<file path="src/rtl/dmem_arbiter.sv">
// -----------------------------------------------------------------------------
// dmem_arbiter
//   Shares the single-port data RAM between the processor bus (master 0) and
//   a secondary master such as DMA or video fetch (master 1). Grants at most
//   one access per cycle and returns load data to the issuing master RD_LAT
//   cycles later. Master 0 has priority, a starvation counter bounds master
//   1's wait, and m0_lock keeps the bus on master 0 for read-modify-write.
//
// Ports
//   clock, reset              : clock; asynchronous active-low reset
//   mX_req/addr/read_type     : master X request, byte address, size/sign code
//   mX_write_data/write_en    : master X store data, 1 = store / 0 = load
//   m0_lock                   : keep the bus on master 0 after this access
//   mX_gnt                    : combinational grant
//   mX_rvalid/rdata           : load data return (rdata = memory_read_data)
//   memory_*                  : RAM-side request mux and RAM load data
// -----------------------------------------------------------------------------
module dmem_arbiter #(
    parameter int unsigned RD_LAT     = 1,
    parameter int unsigned STARVE_MAX = 8
) (
    input  logic        clock,
    input  logic        reset,
    input  logic        m0_req,
    input  logic [31:0] m0_addr,
    input  logic [2:0]  m0_read_type,
    input  logic [31:0] m0_write_data,
    input  logic        m0_write_en,
    input  logic        m0_lock,
    input  logic        m1_req,
    input  logic [31:0] m1_addr,
    input  logic [2:0]  m1_read_type,
    input  logic [31:0] m1_write_data,
    input  logic        m1_write_en,
    output logic        m0_gnt,
    output logic        m1_gnt,
    output logic        m0_rvalid,
    output logic        m1_rvalid,
    output logic [31:0] m0_rdata,
    output logic [31:0] m1_rdata,
    output logic [31:0] memory_addr,
    output logic [2:0]  memory_read_type,
    output logic [31:0] memory_write_data,
    output logic        memory_write_en,
    input  logic [31:0] memory_read_data
);

    localparam int unsigned CNT_W = $clog2(STARVE_MAX + 1);

    typedef enum logic {
        ST_ARB,
        ST_LOCK0
    } state_t;

    state_t             r_state;
    state_t             w_state_nxt;
    logic [CNT_W-1:0]   r_wait_cnt;
    logic [CNT_W-1:0]   w_wait_nxt;
    logic               w_starved;
    logic               w_m0_gnt;
    logic               w_m1_gnt;
    logic               w_load;

    // Read-return pipeline: valid bit and issuing master (1 = master 1)
    logic [RD_LAT-1:0]  r_vld;
    logic [RD_LAT-1:0]  r_id;

    assign w_starved = (r_wait_cnt == CNT_W'(STARVE_MAX));

    // Grant and next-state logic. A LOCK0 cycle with m0_req low releases the
    // lock at once and arbitrates as ARB, so master 1 can take that cycle.
    always_comb begin
        w_m0_gnt    = 1'b0;
        w_m1_gnt    = 1'b0;
        w_state_nxt = r_state;
        if (reset) begin
            if (r_state == ST_LOCK0 && m0_req) begin
                w_m0_gnt = 1'b1;
                if (!m0_lock)
                    w_state_nxt = ST_ARB;
            end else begin
                w_m1_gnt    = m1_req & (~m0_req | w_starved);
                w_m0_gnt    = m0_req & ~w_m1_gnt;
                w_state_nxt = (w_m0_gnt && m0_lock) ? ST_LOCK0 : ST_ARB;
            end
        end
    end

    always_comb begin
        w_wait_nxt = r_wait_cnt;
        if (!m1_req || w_m1_gnt)
            w_wait_nxt = '0;
        else if (!w_starved)
            w_wait_nxt = r_wait_cnt + CNT_W'(1);
    end

    always_ff @(posedge clock or negedge reset) begin
        if (!reset) begin
            r_state    <= ST_ARB;
            r_wait_cnt <= '0;
        end else begin
            r_state    <= w_state_nxt;
            r_wait_cnt <= w_wait_nxt;
        end
    end

    // RAM-side request mux; grants already imply the matching request
    always_comb begin
        memory_addr       = '0;
        memory_read_type  = '0;
        memory_write_data = '0;
        memory_write_en   = 1'b0;
        if (w_m0_gnt) begin
            memory_addr       = m0_addr;
            memory_read_type  = m0_read_type;
            memory_write_data = m0_write_data;
            memory_write_en   = m0_write_en;
        end else if (w_m1_gnt) begin
            memory_addr       = m1_addr;
            memory_read_type  = m1_read_type;
            memory_write_data = m1_write_data;
            memory_write_en   = m1_write_en;
        end
    end

    assign w_load = (w_m0_gnt & ~m0_write_en) | (w_m1_gnt & ~m1_write_en);

    always_ff @(posedge clock or negedge reset) begin
        if (!reset) begin
            r_vld <= '0;
            r_id  <= '0;
        end else begin
            r_vld[0] <= w_load;
            r_id[0]  <= w_m1_gnt;
            for (int unsigned i = 1; i < RD_LAT; i++) begin
                r_vld[i] <= r_vld[i-1];
                r_id[i]  <= r_id[i-1];
            end
        end
    end

    assign m0_gnt    = w_m0_gnt;
    assign m1_gnt    = w_m1_gnt;
    assign m0_rvalid = r_vld[RD_LAT-1] & ~r_id[RD_LAT-1];
    assign m1_rvalid = r_vld[RD_LAT-1] &  r_id[RD_LAT-1];
    assign m0_rdata  = memory_read_data;
    assign m1_rdata  = memory_read_data;

endmodule

</file>
<file path="config.mk">
export PLATFORM = sky130hd
export DESIGN_NAME = dmem_arbiter
export DESIGN_NICKNAME = d
export VERILOG_FILES = /design/src/rtl/dmem_arbiter.sv
export SDC_FILE = /design/constraint.sdc
export NUM_CORES = 1
export LEC_CHECK = 0
export BUFFER_PORTS_ARGS = -buffer_cell sky130_fd_sc_hd__buf_4
export CORE_AREA = 5 5 117 119
export CTS_CLUSTER_SIZE = 40
export DETAILED_ROUTE_END_ITERATION = 7
export DIE_AREA = 0 0 122 124
export PLACE_DENSITY = 0.58
export RECOVER_POWER = 100
export SLEW_MARGIN = 20
export SYNTH_ARGS = -nofsm -noshare
export SYNTH_HDL_FRONTEND = slang
export SYNTH_SLANG_ARGS = --single-unit
</file>
<file path="constraint.sdc">
create_clock -name clock -period 3.5 [get_ports clock]
set_input_delay 0 -clock clock [delete_from_list [all_inputs] [get_ports clock]]
set_output_delay 0 -clock clock [all_outputs]
set_load 0.05 [all_outputs]
</file>
* Word level (Yosys, flattened, before mapping)
Cells that the tools add are included.
W data, S select, Z words.
** Storage, ports and cells
- Bits of input ports :: 173
- Memories kept :: 0
- Bits in registers :: 7
- Memory bits (writable) :: 0
- Word-level logic and storage cells :: 43
- Latch bits :: 0
- ROM bits :: 0
- Output and inout bits :: 136
** Operators by class
- Bitwise logic cells :: 13
- Reductions and logical operators :: 5
- Multipliers :: 0
- Order comparisons :: 0
- Divide/modulo/power cells :: 0
- Equal/unequal tests :: 3
- Add/sub/neg operators :: 1
- Multiplexer cells :: 17
- Shifts and indexed selects :: 0
** Operators with widths (count)
- $mux W32 :: 4
- $mux W1 :: 9
- $mux W4 :: 2
- $and A1 B1 Y1 :: 6
- $mux W3 :: 2
- $not A1 Y1 :: 5
- $add A4 B1 Y4 const B :: 1
- $eq A4 B4 Y1 const B :: 1
- $logic_and A1 B1 Y1 :: 2
- $ne A2 B1 Y1 const B :: 1
- $ne A2 B2 Y1 const B :: 1
- $or A1 B1 Y1 :: 2
- $reduce_and A2 Y1 :: 1
- $logic_not A1 Y1 :: 1
- $logic_or A1 B1 Y1 :: 1

* Depth between registers and ports, before layout
Gate-level depths: netlist of the first run.
- Depth after elaboration :: 9
- Depth in mapped cells :: 7
- Mapped depth without buffers :: 5

* Worst setup path before layout of the first run
No wires, ideal clock.
- Kind :: flip-flop to output port
- Start point :: register r_wait_cnt[0]
- End point :: output port m0_gnt
- Data required time :: 3.500 ns
- Slack :: 1.626 ns
- Arrival :: 1.874 ns
- Path buffers :: 2
- Stages on the path, launching flop included :: 7
- Cell sequence :: dfrtp_1 > inv_1 > ha_1 > and4bb_1 > buf_6 > buf_6 > a21oi_1
** On the way
- Cells in the longest elaborated chain, start to end :: 7
** RTL lines
- from (decl) :: RTL line 57 : logic [CNT_W-1:0] r_wait_cnt;
- from (signal assigned) :: RTL line 103 : r_wait_cnt <= w_wait_nxt;
- $eq A4 B4 Y1 :: RTL line 68 : assign w_starved = (r_wait_cnt == CNT_W'(STARVE_MAX));
- $or A1 B1 Y1 :: RTL line 82 : w_m1_gnt = m1_req & (~m0_req | w_starved);
- $and A1 B1 Y1 :: RTL line 82
- $not A1 Y1 :: RTL line 83 : w_m0_gnt = m0_req & ~w_m1_gnt;
- $and A1 B1 Y1 :: RTL line 83
- $mux W1 :: RTL line 77 : if (r_state == ST_LOCK0 && m0_req) begin
- $mux W1 :: RTL line 76 : if (reset) begin
- to (decl) :: RTL line 35 : output logic m0_gnt,
No other way between the ends.

* Worst setup path in the final report of the first run
- Start point :: register r_wait_cnt[0]
- End point :: output port memory_write_data[20]
** On the way
- Cells in the longest elaborated chain, start to end :: 8
- Elaborated cells between the ends (all ways) :: 11
- Classes of those cells :: eq/ne: 1; mux: 6; bitwise: 4
** RTL lines
- $eq A4 B4 Y1 * :: RTL line 68
- $or A1 B1 Y1 * :: RTL line 82
- $and A1 B1 Y1 * :: RTL line 82
- $not A1 Y1 :: RTL line 83
- $and A1 B1 Y1 :: RTL line 83
- $mux W1 :: RTL line 77
- $mux W1 :: RTL line 76
- $mux W32 * :: RTL line 113 : if (w_m0_gnt) begin
- to (decl) :: RTL line 43 : output logic [31:0] memory_write_data,
Mark *: on every way between the ends. The rest lies on a longest branch, timed or not.

==> results of run 1 <==
[cells in the final DEF, fill, tap and decap left out, drive strengths merged, types with 2 or more instances in the layout]
master / synthesis / routed
buf: 103 / 148
inv: 3 / 3
a21oi: 138 / 138
a211oi: 3 / 3
nand2b: 2 / 2
clkbuf: 17 / 73
dfrtp: 7 / 7
o21a: 69 / 69
nor2b: 2 / 2
ha: 2 / 2
nand2: 140 / 140
nand3: 2 / 2
[through the flow]
step	power [mW]	area [um^2]	cells
floorplan	0.630	2950	500
global placement	0.652	4030	769
detailed placement	0.656	4030	769
CTS	0.857	4120	774
global route	0.861	3860	774
finish	0.811	3860	774
[Yosys cell counts (all sizes together) (2+ instances only)]
cell	count	area, um^2
o21a	69	518
dfrtp	7	175
clkbuf	17	63.8
nand2	140	526
inv	3	11.3
buf	103	738
nand2b	2	12.5
nor2b	2	12.5
a21oi	138	728
ha	2	25.0
nand3	2	10.0
a211oi	3	22.5
[cells by family after synthesis]
family / count (synthesis)
fa+ha+maj: 2
simple gates: 152
mux: 1
xor+xnor: 2
buf+inv: 123
flops: 7
compound gates: 213
[final cells by class]
type | count | area (um^2)
inverters | 3 | 11.3
repair buffers | 218 | 1410
flip-flops and latches | 7 | 175
multi-input cells | 370 | 1970
fillers | 1464 | 8610
well taps | 172 | 215
clock buffers | 4 | 78.8
[power breakdown]
group | total (mW) | internal [mW] | switching [mW] | leakage, nW
combinational | 0.525 | 0.196 | 0.329 | 1.62
sequential | 0.0894 | 0.0857 | 0.00376 | 0.0927
clock | 0.196 | 0.152 | 0.0445 | 0.0382
total | 0.811 | 0.433 | 0.378 | 1.75
[per-layer routing]
| metal | vias to the layer above | GRT usage [%] | routed length (um) |
|---|---|---|---|
| met4 | 0 | 4.06 | 291 |
| li1 | 1825 | - | - |
| met2 | 163 | 25.0 | 5900 |
| met3 | 29 | 3.95 | 1140 |
| met1 | 1638 | 14.8 | 4210 |
| met5 | - | 0 | 0 |
[what timing repair did]
item | CTS | global route
hold buffers | 1 | 0
endpoints found under the hold margin | 7 | 0
gates resized for setup | 0 | 0
[worst max path at each step]
stage / from / end / cells past startpoint
floorplan: r_wait_cnt[0] / m0_gnt / 6
global placement: r_wait_cnt[0] / memory_write_data[20] / 7
detailed placement: r_wait_cnt[0] / memory_read_type[1] / 7
CTS: r_wait_cnt[0] / memory_read_type[1] / 7
global route: r_wait_cnt[0] / memory_write_data[20] / 7
finish: r_wait_cnt[0] / memory_write_data[20] / 7
[worst max-delay path, stage by stage (launching register included)]
cell and delay [ps]:
dfrtp_1 400, inv_1 70, ha_1 230, and4bb_1 810, buf_4 440, a21oi_1 140
o21a_1 230, clkbuf_1 300
[registers in the layout, indices dropped and copies added, names as in the netlist]
register    count
r_wait_cnt      4
r_id            1
r_vld           1
r_state         1
==> impl_metrics.py, run 1 <==
metrics = {
    "final_layout": {
        "drive_gt1_share_pct": 27.2,
        "final_core_util_pct": 31.0,
        "syn2layout_area_growth_pct": 31.1,
        "antenna_cells": 0,
        "fin_nets": 778,
    },
    "worst_setup_path": {
        "reg2reg_slack_ps": 1540,
        "crit_type": "reg2out",
        "timing.rr.end": "r_vld",
        "critical_path_arrival_ps": 2870,
        "worst_setup_path_end_kind": "output port",
        "crit_path_max_fanout": 27,
        "start_kind": "flip-flop",
        "timing.rr.start": "r_wait_cnt[0]",
        "reg2reg_depth": 5,
        "required_ps": 3500,
    },
    "synth": {
        "synth.distinct_cells": 28,
        "synth_area_per_cell_um2": 5.89,
        "synth_top_family_by_area": "compound AO/OA/AOI/OAI gates",
        "synth_cells": 500,
        "yosysWarningCount": 0,
        "syn_area_um2": 2950,
        "yosysSeqAreaShare_pct": 5.95,
        "async_flop_share_pct": 100,
        "synth_xor_area_share_pct": 0.595,
        "ys_ff_latch": 7,
        "ys.flop_type": "dfrtp_1",
        "synth_fa_ha_area_share_pct": 0.850,
        "yosys.area_share.simple_pct": 20.6,
        "synth_compound_area_share_pct": 44.0,
        "synth_enable_flop_cells": 0,
        "synth.area.mux_share_pct": 0.340,
        "syn_nets": 675,
    },
    "sta": {
        "setup_ws_ps": 629,
        "finalCritPeriodShare_pct": 82.0,
        "fin_skew_ps": 1.26,
        "clock.fmax_mhz": 348,
        "min_period_ps": 2870,
        "setup_viol": 0,
        "worst_pin_slew_ps": 1680,
        "finalSetupTns_ps": 0,
        "final-hold-violation-count": 0,
        "relSlewSlack_pct": -11.9,
        "rsz0062_at_grt": "false",
        "hold_ws_ps": 0.0230,
        "drv_slew": 85,
    },
    "drt": {
        "routedWlPerCell_um": 14.9,
        "route.vias.total": 3655,
        "drtIter0Drc": 131,
        "ant_nets": 0,
        "drc": 0,
        "via_per_inst": 4.72,
        "wirelength_um": 11600,
        "firstDrtPassIters": 5,
    },
    "hold_path": {
        "min_path_type": "in2out",
        "whs_path_depth": 0,
        "min_to": "m0_rdata[18]",
        "hp-start": "memory_read_data[18]",
    },
    "power_and_ir_drop": {
        "p_per_area_nw_per_um2": 210,
        "power_leakage_nw": 1.75,
        "ir_worst_vdd_mv": 0.103,
    },
    "run_status": {
        "violations": "max-capacitance violations, max-slew violations",
        "status": "finished with violations",
    },
    "placement": {
        "port_buffers": 212,
        "place_hpwl_um": 8620,
        "place_ws_ps": 1210,
        "gp_congestion": 0.841,
    },
    "die": {
        "die_area_um2": 15100,
        "die_x_um": 122,
        "die_h_um": 124,
        "design.core.area_um2": 12500,
        "placementRows": 41,
        "start_util_pct": 23.6,
        "io_pins": 309,
    },
    "global_route": {
        "grt-ovfl-total": 0,
        "antenna_found_initial": 0,
        "grt_pass1_wl_um": 16800,
        "grt_pass1_vias": 3332,
        "grt_start_max_net_pins": 143,
        "grt.total_usage_pct": 13.5,
    },
    "flow_run": {
        "cap_viol_max_count": 1,
    },
    "clock_network": {
        "cts_tree": "done",
        "clkSlewWorstSetupHoldPaths_ps": 40,
        "cts_max_path_buffers": 2,
        "cts.sinks": 7,
        "cts_made_buffers": 3,
        "insertion_delay_ps": 230,
        "ctsRootBufferMaster": "clkbuf_16",
        "h-tree-depth": 1,
        "post_cts_buffers": 0,
    },
}
No activity file was read; power rests on OpenSTA's default activity.
==> run 2: changes to the inputs <==
- ABC_AREA: unset -> 1
- CORE_AREA: 5 5 117 119 -> 5 5 118 120
- DIE_AREA: 0 0 122 124 -> 0 0 123 125
- PLACE_DENSITY: 0.58 -> 0.5
- clock period: 3.5 -> 2.7 ns (I/O delays scaled with it)
==> run 2 against run 1 <==
  * The run now ends clean
  * Via count is 20% lower
  * Die area increased by 1.6%
  * Area after synthesis shrank 30%
  * Register-to-register slack worse by 660 ps
  * Critical path depth increased by 1
  * Worst setup slack got worse by 220 ps
  * Count of clock-buffer cells in the layout unchanged
  * Sequential power up 32%
  * Final cell count is 16% lower
  * Global-route usage down 2.3 points
  * Final area down 15%
  * Clock power up 29%
  * Critical path type unchanged
  * Largest power group unchanged
==> impl_metrics.py, run 2 <==
metrics = {
    "run_status": {
        "status": "completed",
    },
    "power_and_ir_drop": {
        "clkPwrFrac_pct": 24.0,
        "intPower_uw": 551,
        "seqPwrFrac_pct": 11.2,
        "p_per_area_nw_per_um2": 321,
        "power_switching_uw": 502,
        "power_mw": 1.05,
        "combinationalPowerShare_pct": 64.8,
        "swShare_pct": 47.7,
        "power_leakage_nw": 1.80,
        "ir_worst_vdd_mv": 0.167,
    },
    "drt": {
        "via_per_inst": 4.46,
        "ant_nets": 0,
        "routedWlPerCell_um": 14.7,
        "drc": 0,
        "firstDrtPassIters": 4,
        "route.vias.total": 2914,
        "wirelength_um": 9600,
        "drtIter0Drc": 111,
    },
    "synth": {
        "yosysWarningCount": 0,
        "synth.top_cells.by_count": "nand2_1 (77), nand3_1 (72), nand4_1 (69), buf_4 (67), buf_2 (16)",
        "syn_nets": 528,
        "synth.distinct_cells": 17,
        "yosysTopAreaCellShare_pct": 24.4,
        "synth_area_per_cell_um2": 5.84,
        "synth_largest_area_cell": "buf_4",
        "synth_enable_flop_cells": 0,
        "ys_ff_latch": 7,
        "synth.most_common_cell": "nand2_1",
        "yosysSeqAreaShare_pct": 8.50,
        "synth.area.top_cells": "buf_4 (24%), nand4_1 (21%), nand3_1 (17%)",
        "async_flop_share_pct": 100,
        "synth_cells": 353,
        "ys.flop_type": "dfrtp_1",
        "syn_area_um2": 2060,
    },
    "die": {
        "die_area_um2": 15400,
        "die_h_um": 125,
        "placementRows": 42,
        "design.core.area_um2": 12900,
        "io_pins": 309,
        "start_util_pct": 16.0,
        "die_x_um": 123,
    },
    "final_layout": {
        "top_register": "r_wait_cnt",
        "antenna_cells": 0,
        "final_cells": 653,
        "drive_gt1_share_pct": 40.7,
        "fin_nets": 653,
        "syn2layout_area_growth_pct": 58.7,
        "largest_reg_flops": 4,
        "fin_area_um2": 3270,
        "nFillCells": 1492,
        "final_cell_mix": "buf_4 (185), nand2_1 (78), nand3_1 (73)",
        "final_common_cell": "buf_4",
    },
    "worst_setup_path": {
        "start_kind": "flip-flop",
        "crit_path_max_fanout": 37,
        "critical_path_arrival_ps": 2290,
        "crit_type": "reg2out",
        "required_ps": 2700,
        "worst_setup_path_end_kind": "output port",
    },
    "sta": {
        "worst_pin_slew_ps": 635,
        "setup_viol": 0,
        "relSlewSlack_pct": 57.9,
        "clock.fmax_mhz": 436,
        "final-hold-violation-count": 0,
        "min_period_ps": 2290,
        "finalCritPeriodShare_pct": 84.9,
        "fin_skew_ps": 1.94,
        "drv_slew": 0,
        "finalSetupTns_ps": 0,
        "rsz0062_at_grt": "false",
    },
    "clock_network": {
        "postCtsHoldBufs": 1,
        "cts_tree": "done",
        "cts_made_buffers": 3,
        "insertion_delay_ps": 230,
        "h-tree-depth": 1,
        "clkSlewWorstSetupHoldPaths_ps": 30,
        "ctsRootBufferMaster": "clkbuf_16",
        "cts_max_path_buffers": 2,
        "post_cts_buffers": 0,
        "cts.repair.resized": 0,
        "cts.sinks": 7,
    },
    "global_route": {
        "grt_use_met2_pct": 19.8,
        "grt_pass1_wl_um": 14500,
        "use_met3_pct": 3.39,
        "grt-ovfl-total": 0,
        "grt_start_max_net_pins": 72,
        "grtUsageMet1_pct": 13.4,
        "antenna_found_initial": 0,
        "grt.total_usage_pct": 11.2,
        "grt_busiest_layer": "met2",
        "grt_pass1_vias": 2867,
    },
    "placement": {
        "dp_cells": 648,
        "port_buffers": 212,
        "place_hpwl_um": 7250,
        "gp_congestion": 0.758,
        "place_area_um2": 3310,
    },
    "flow_run": {
        "cap_viol_max_count": 0,
    },
    "hold_path": {
        "min_path_type": "in2out",
    },
}
[run 2: worst paths after layout]
| check | start | to | cells after the start | slack, ps |
|---|---|---|---|---|
| worst max-delay path | r_wait_cnt[0] | memory_write_data[8] | 8 | 410 |
| worst min-delay path | memory_read_data[17] | m0_rdata[17] | 0 | 0.03 |
| worst max register to register | r_wait_cnt[0] | r_wait_cnt[2] | 8 | 880 |
| worst min register to register | r_state | r_state | 2 | 570 |
| max in group asynchronous | reset | r_wait_cnt[2] | 2 | 2440 |
| min in group asynchronous | reset | r_vld | 2 | 130 |
[run 2: kinds of logic (layout without fill, tap and decap cells)]
logic type | after synthesis | in the layout | synth area share (%)
AND/OR/NAND/NOR | 226 | 226 | 54.6
buffers and inverters | 113 | 237 | 33.7
flip-flops | 7 | 7 | 8.50
XOR/XNOR | 3 | 3 | 1.27
adder cells (fa/ha/maj) | 2 | 2 | 1.21
AO/OA/AOI/OAI | 2 | 2 | 0.667
[run 2: through the flow]
stage               setup slack [ps]  util, %  hold slack, ps
global placement                1000     25.7            -178
global route                     283     25.4           0.108
finish                           408     25.4          0.0281
floorplan                       1080        -            -296
CTS                              686     26.4           0.497
detailed placement               933     25.7            -177
[run 2: power groups by stage]
stage                     Sequential [mW]  Combinational, mW  Clock, mW
after global placement              0.119              0.707          0
after floorplan                     0.117              0.657          0
final                               0.118              0.682      0.253
after global routing                0.118              0.729      0.263
after detailed placement            0.119              0.712          0
after CTS                           0.118              0.715      0.257
[run 2: routing by layer]
metal / vias to the layer above / part of all wire (%) / routed length, um
met5: - / 0 / 0
li1: 1417 / - / -
met2: 174 / 49 / 4730
met4: 0 / 0.77 / 74
met3: 16 / 12 / 1190
met1: 1307 / 38 / 3610
[run 2: area by class of cell]
class	instances	area [um^2]	area share (%)
multi-input combinational	233	1190	36.4
sequential	7	175	5.35
timing repair buffer	220	1560	47.6
inverter	13	48.8	1.49
tap	176	220	6.73
clock buffer	4	78.8	2.41
[run 2: worst max-delay path, stage by stage (launching register included)]
cell,delay (ps)
dfrtp_1,380
inv_1,90
ha_1,140
nand3_1,170
nand2_1,160
buf_4,370
nand4_1,150
nand2_1,100
clkbuf_1,470
==> run 3: changes to the inputs <==
- clock period: 2.7 -> 2.3 ns (I/O delays scaled with it)
==> run 3 against run 2 <==
  * Non-clock buffer count rose by 1
  * Register-to-register slack got worse by 330 ps
  * Hold slack barely moved
  * Clock skew fell by 0.83 ps
  * First-iteration DRC count fell by 24%
  * Sequential share of layout area barely moved
  * Combinational power rose by 18%
  * Sequential cell count did not move
  * Critical path depth rose by 1
  * Routed wire length fell by 2.0%
  * Power rose by 17%
  * Critical endpoint is now memory_write_data[6]
  * Largest power group unchanged
==> impl_metrics.py, run 3 (synthesis gave the netlist of run 2 again) <==
metrics = {
    "final_layout": {
        "nFillCells": 1477,
        "antenna_cells": 0,
        "largest_reg_flops": 4,
        "final_common_cell": "buf_4",
        "drive_gt1_share_pct": 47.3,
        "final_cell_mix": "buf_4 (181), nand2_1 (78), nand3_1 (72)",
        "top_register": "r_wait_cnt",
        "syn2layout_area_growth_pct": 60.0,
        "fin_nets": 654,
    },
    "clock_network": {
        "cts.repair.resized": 0,
        "insertion_delay_ps": 230,
        "cts_max_path_buffers": 2,
        "ctsRootBufferMaster": "clkbuf_16",
        "postCtsHoldBufs": 1,
        "post_cts_buffers": 0,
        "cts_made_buffers": 3,
        "cts.sinks": 7,
        "h-tree-depth": 1,
        "clkSlewWorstSetupHoldPaths_ps": 30,
        "cts_tree": "done",
    },
    "drt": {
        "routedWlPerCell_um": 14.4,
        "wirelength_um": 9420,
        "route.vias.total": 2914,
        "firstDrtPassIters": 4,
        "ant_nets": 0,
        "drtIter0Drc": 84,
        "drc": 0,
        "via_per_inst": 4.46,
    },
    "hold_path": {
        "min_path_type": "in2out",
    },
    "worst_setup_path": {
        "worst_setup_path_end_kind": "output port",
        "crit_path_max_fanout": 38,
        "critical_path_arrival_ps": 2060,
        "required_ps": 2300,
        "crit_type": "reg2out",
        "start_kind": "flip-flop",
    },
    "global_route": {
        "grt_start_max_net_pins": 42,
        "antenna_found_initial": 0,
        "grt.total_usage_pct": 10.8,
        "grt_pass1_vias": 2835,
        "grt-ovfl-total": 0,
        "grt_pass1_wl_um": 14000,
    },
    "sta": {
        "drv_slew": 0,
        "setup_ws_ps": 244,
        "rsz0062_at_grt": "false",
        "setup_viol": 0,
        "finalSetupTns_ps": 0,
        "relSlewSlack_pct": 58.9,
        "finalCritPeriodShare_pct": 89.4,
        "worst_pin_slew_ps": 619,
        "final-hold-violation-count": 0,
        "fin_skew_ps": 1.11,
        "min_period_ps": 2060,
        "clock.fmax_mhz": 486,
    },
    "power_and_ir_drop": {
        "p_per_area_nw_per_um2": 374,
        "combinationalPowerShare_pct": 65.1,
        "clkPwrFrac_pct": 23.7,
        "power_switching_uw": 586,
        "power_leakage_nw": 1.89,
        "swShare_pct": 47.4,
        "ir_worst_vdd_mv": 0.217,
        "seqPwrFrac_pct": 11.2,
        "intPower_uw": 649,
    },
    "die": {
        "die_area_um2": 15400,
        "io_pins": 309,
        "placementRows": 42,
        "die_x_um": 123,
        "design.core.area_um2": 12900,
        "start_util_pct": 16.0,
        "die_h_um": 125,
    },
    "flow_run": {
        "cap_viol_max_count": 0,
    },
    "placement": {
        "gp_congestion": 0.792,
        "place_ws_ps": 582,
        "port_buffers": 212,
        "place_hpwl_um": 7330,
    },
    "run_status": {
        "status": "completed",
    },
}
[run 3: cell types whose count changed in the layout (fill, tap and decap cells not counted), sizes merged]
cell    change
buf         -5
clkbuf      +6
[run 3: metrics by stage]
| step | total power, mW | area, um^2 | hold WS [ps] | utilization (%) | std cells |
|---|---|---|---|---|---|
| finish | 1.23 | 3300 | 0.0242 | 25.6 | 654 |
| global route | 1.30 | 3300 | 0.108 | 25.6 | 654 |
| CTS | 1.27 | 3400 | 0.497 | 26.4 | 654 |
| detailed placement | 0.971 | 3310 | -177 | 25.7 | 649 |
| global placement | 0.968 | 3310 | -178 | 25.7 | 649 |
| floorplan | 0.909 | 2060 | -296 | - | 353 |
[run 3: path summary, 6_finish.rpt]
kind	from	end	slack [ps]	cells after the start
max in group asynchronous	reset	r_wait_cnt[0]	2040	2
min	memory_read_data[17]	m0_rdata[17]	0.02	0
min reg2reg	r_state	r_state	580	2
max reg2reg	r_wait_cnt[0]	r_wait_cnt[0]	550	8
min in group asynchronous	reset	r_wait_cnt[1]	140	2
max	r_wait_cnt[0]	memory_write_data[6]	240	9
[run 3: final cells by class]
| cell class | instances | area, um^2 | share of cell area (%) |
|---|---|---|---|
| repair buffers | 221 | 1580 | 47.9 |
| multi-input cells | 233 | 1200 | 36.3 |
| well taps | 176 | 220 | 6.68 |
| flip-flops and latches | 7 | 175 | 5.31 |
| clock buffers | 4 | 78.8 | 2.39 |
| inverters | 13 | 48.8 | 1.48 |
[run 3: critical path, stage by stage, from the launching register on]
cell and delay [ps]:
dfrtp_1 360, inv_1 80, ha_1 210, nand3_2 110
nand2_1 110, nand3_2 80, buf_4 360, nand3_1 130
nand2_1 90, clkbuf_2 280
[run 3: power groups by stage]
| stage | Sequential (mW) | Clock [mW] | Combinational (mW) |
|---|---|---|---|
| 2_1_floorplan | 0.138 | 0 | 0.771 |
| 3_3_place_gp | 0.140 | 0 | 0.828 |
| 3_5_place_dp | 0.140 | 0 | 0.831 |
| 4_1_cts | 0.138 | 0.298 | 0.834 |
| 5_1_grt | 0.139 | 0.307 | 0.855 |
| 6_report | 0.138 | 0.293 | 0.804 |
[run 3: metal layers]
layer | track usage [%] | vias to the layer above | wire length (um)
li1 | - | 1415 | -
met1 | 12.6 | 1312 | 3580
met2 | 19.7 | 170 | 4630
met3 | 3.03 | 17 | 1110
met4 | 2.15 | 0 | 102
met5 | 0 | - | 0
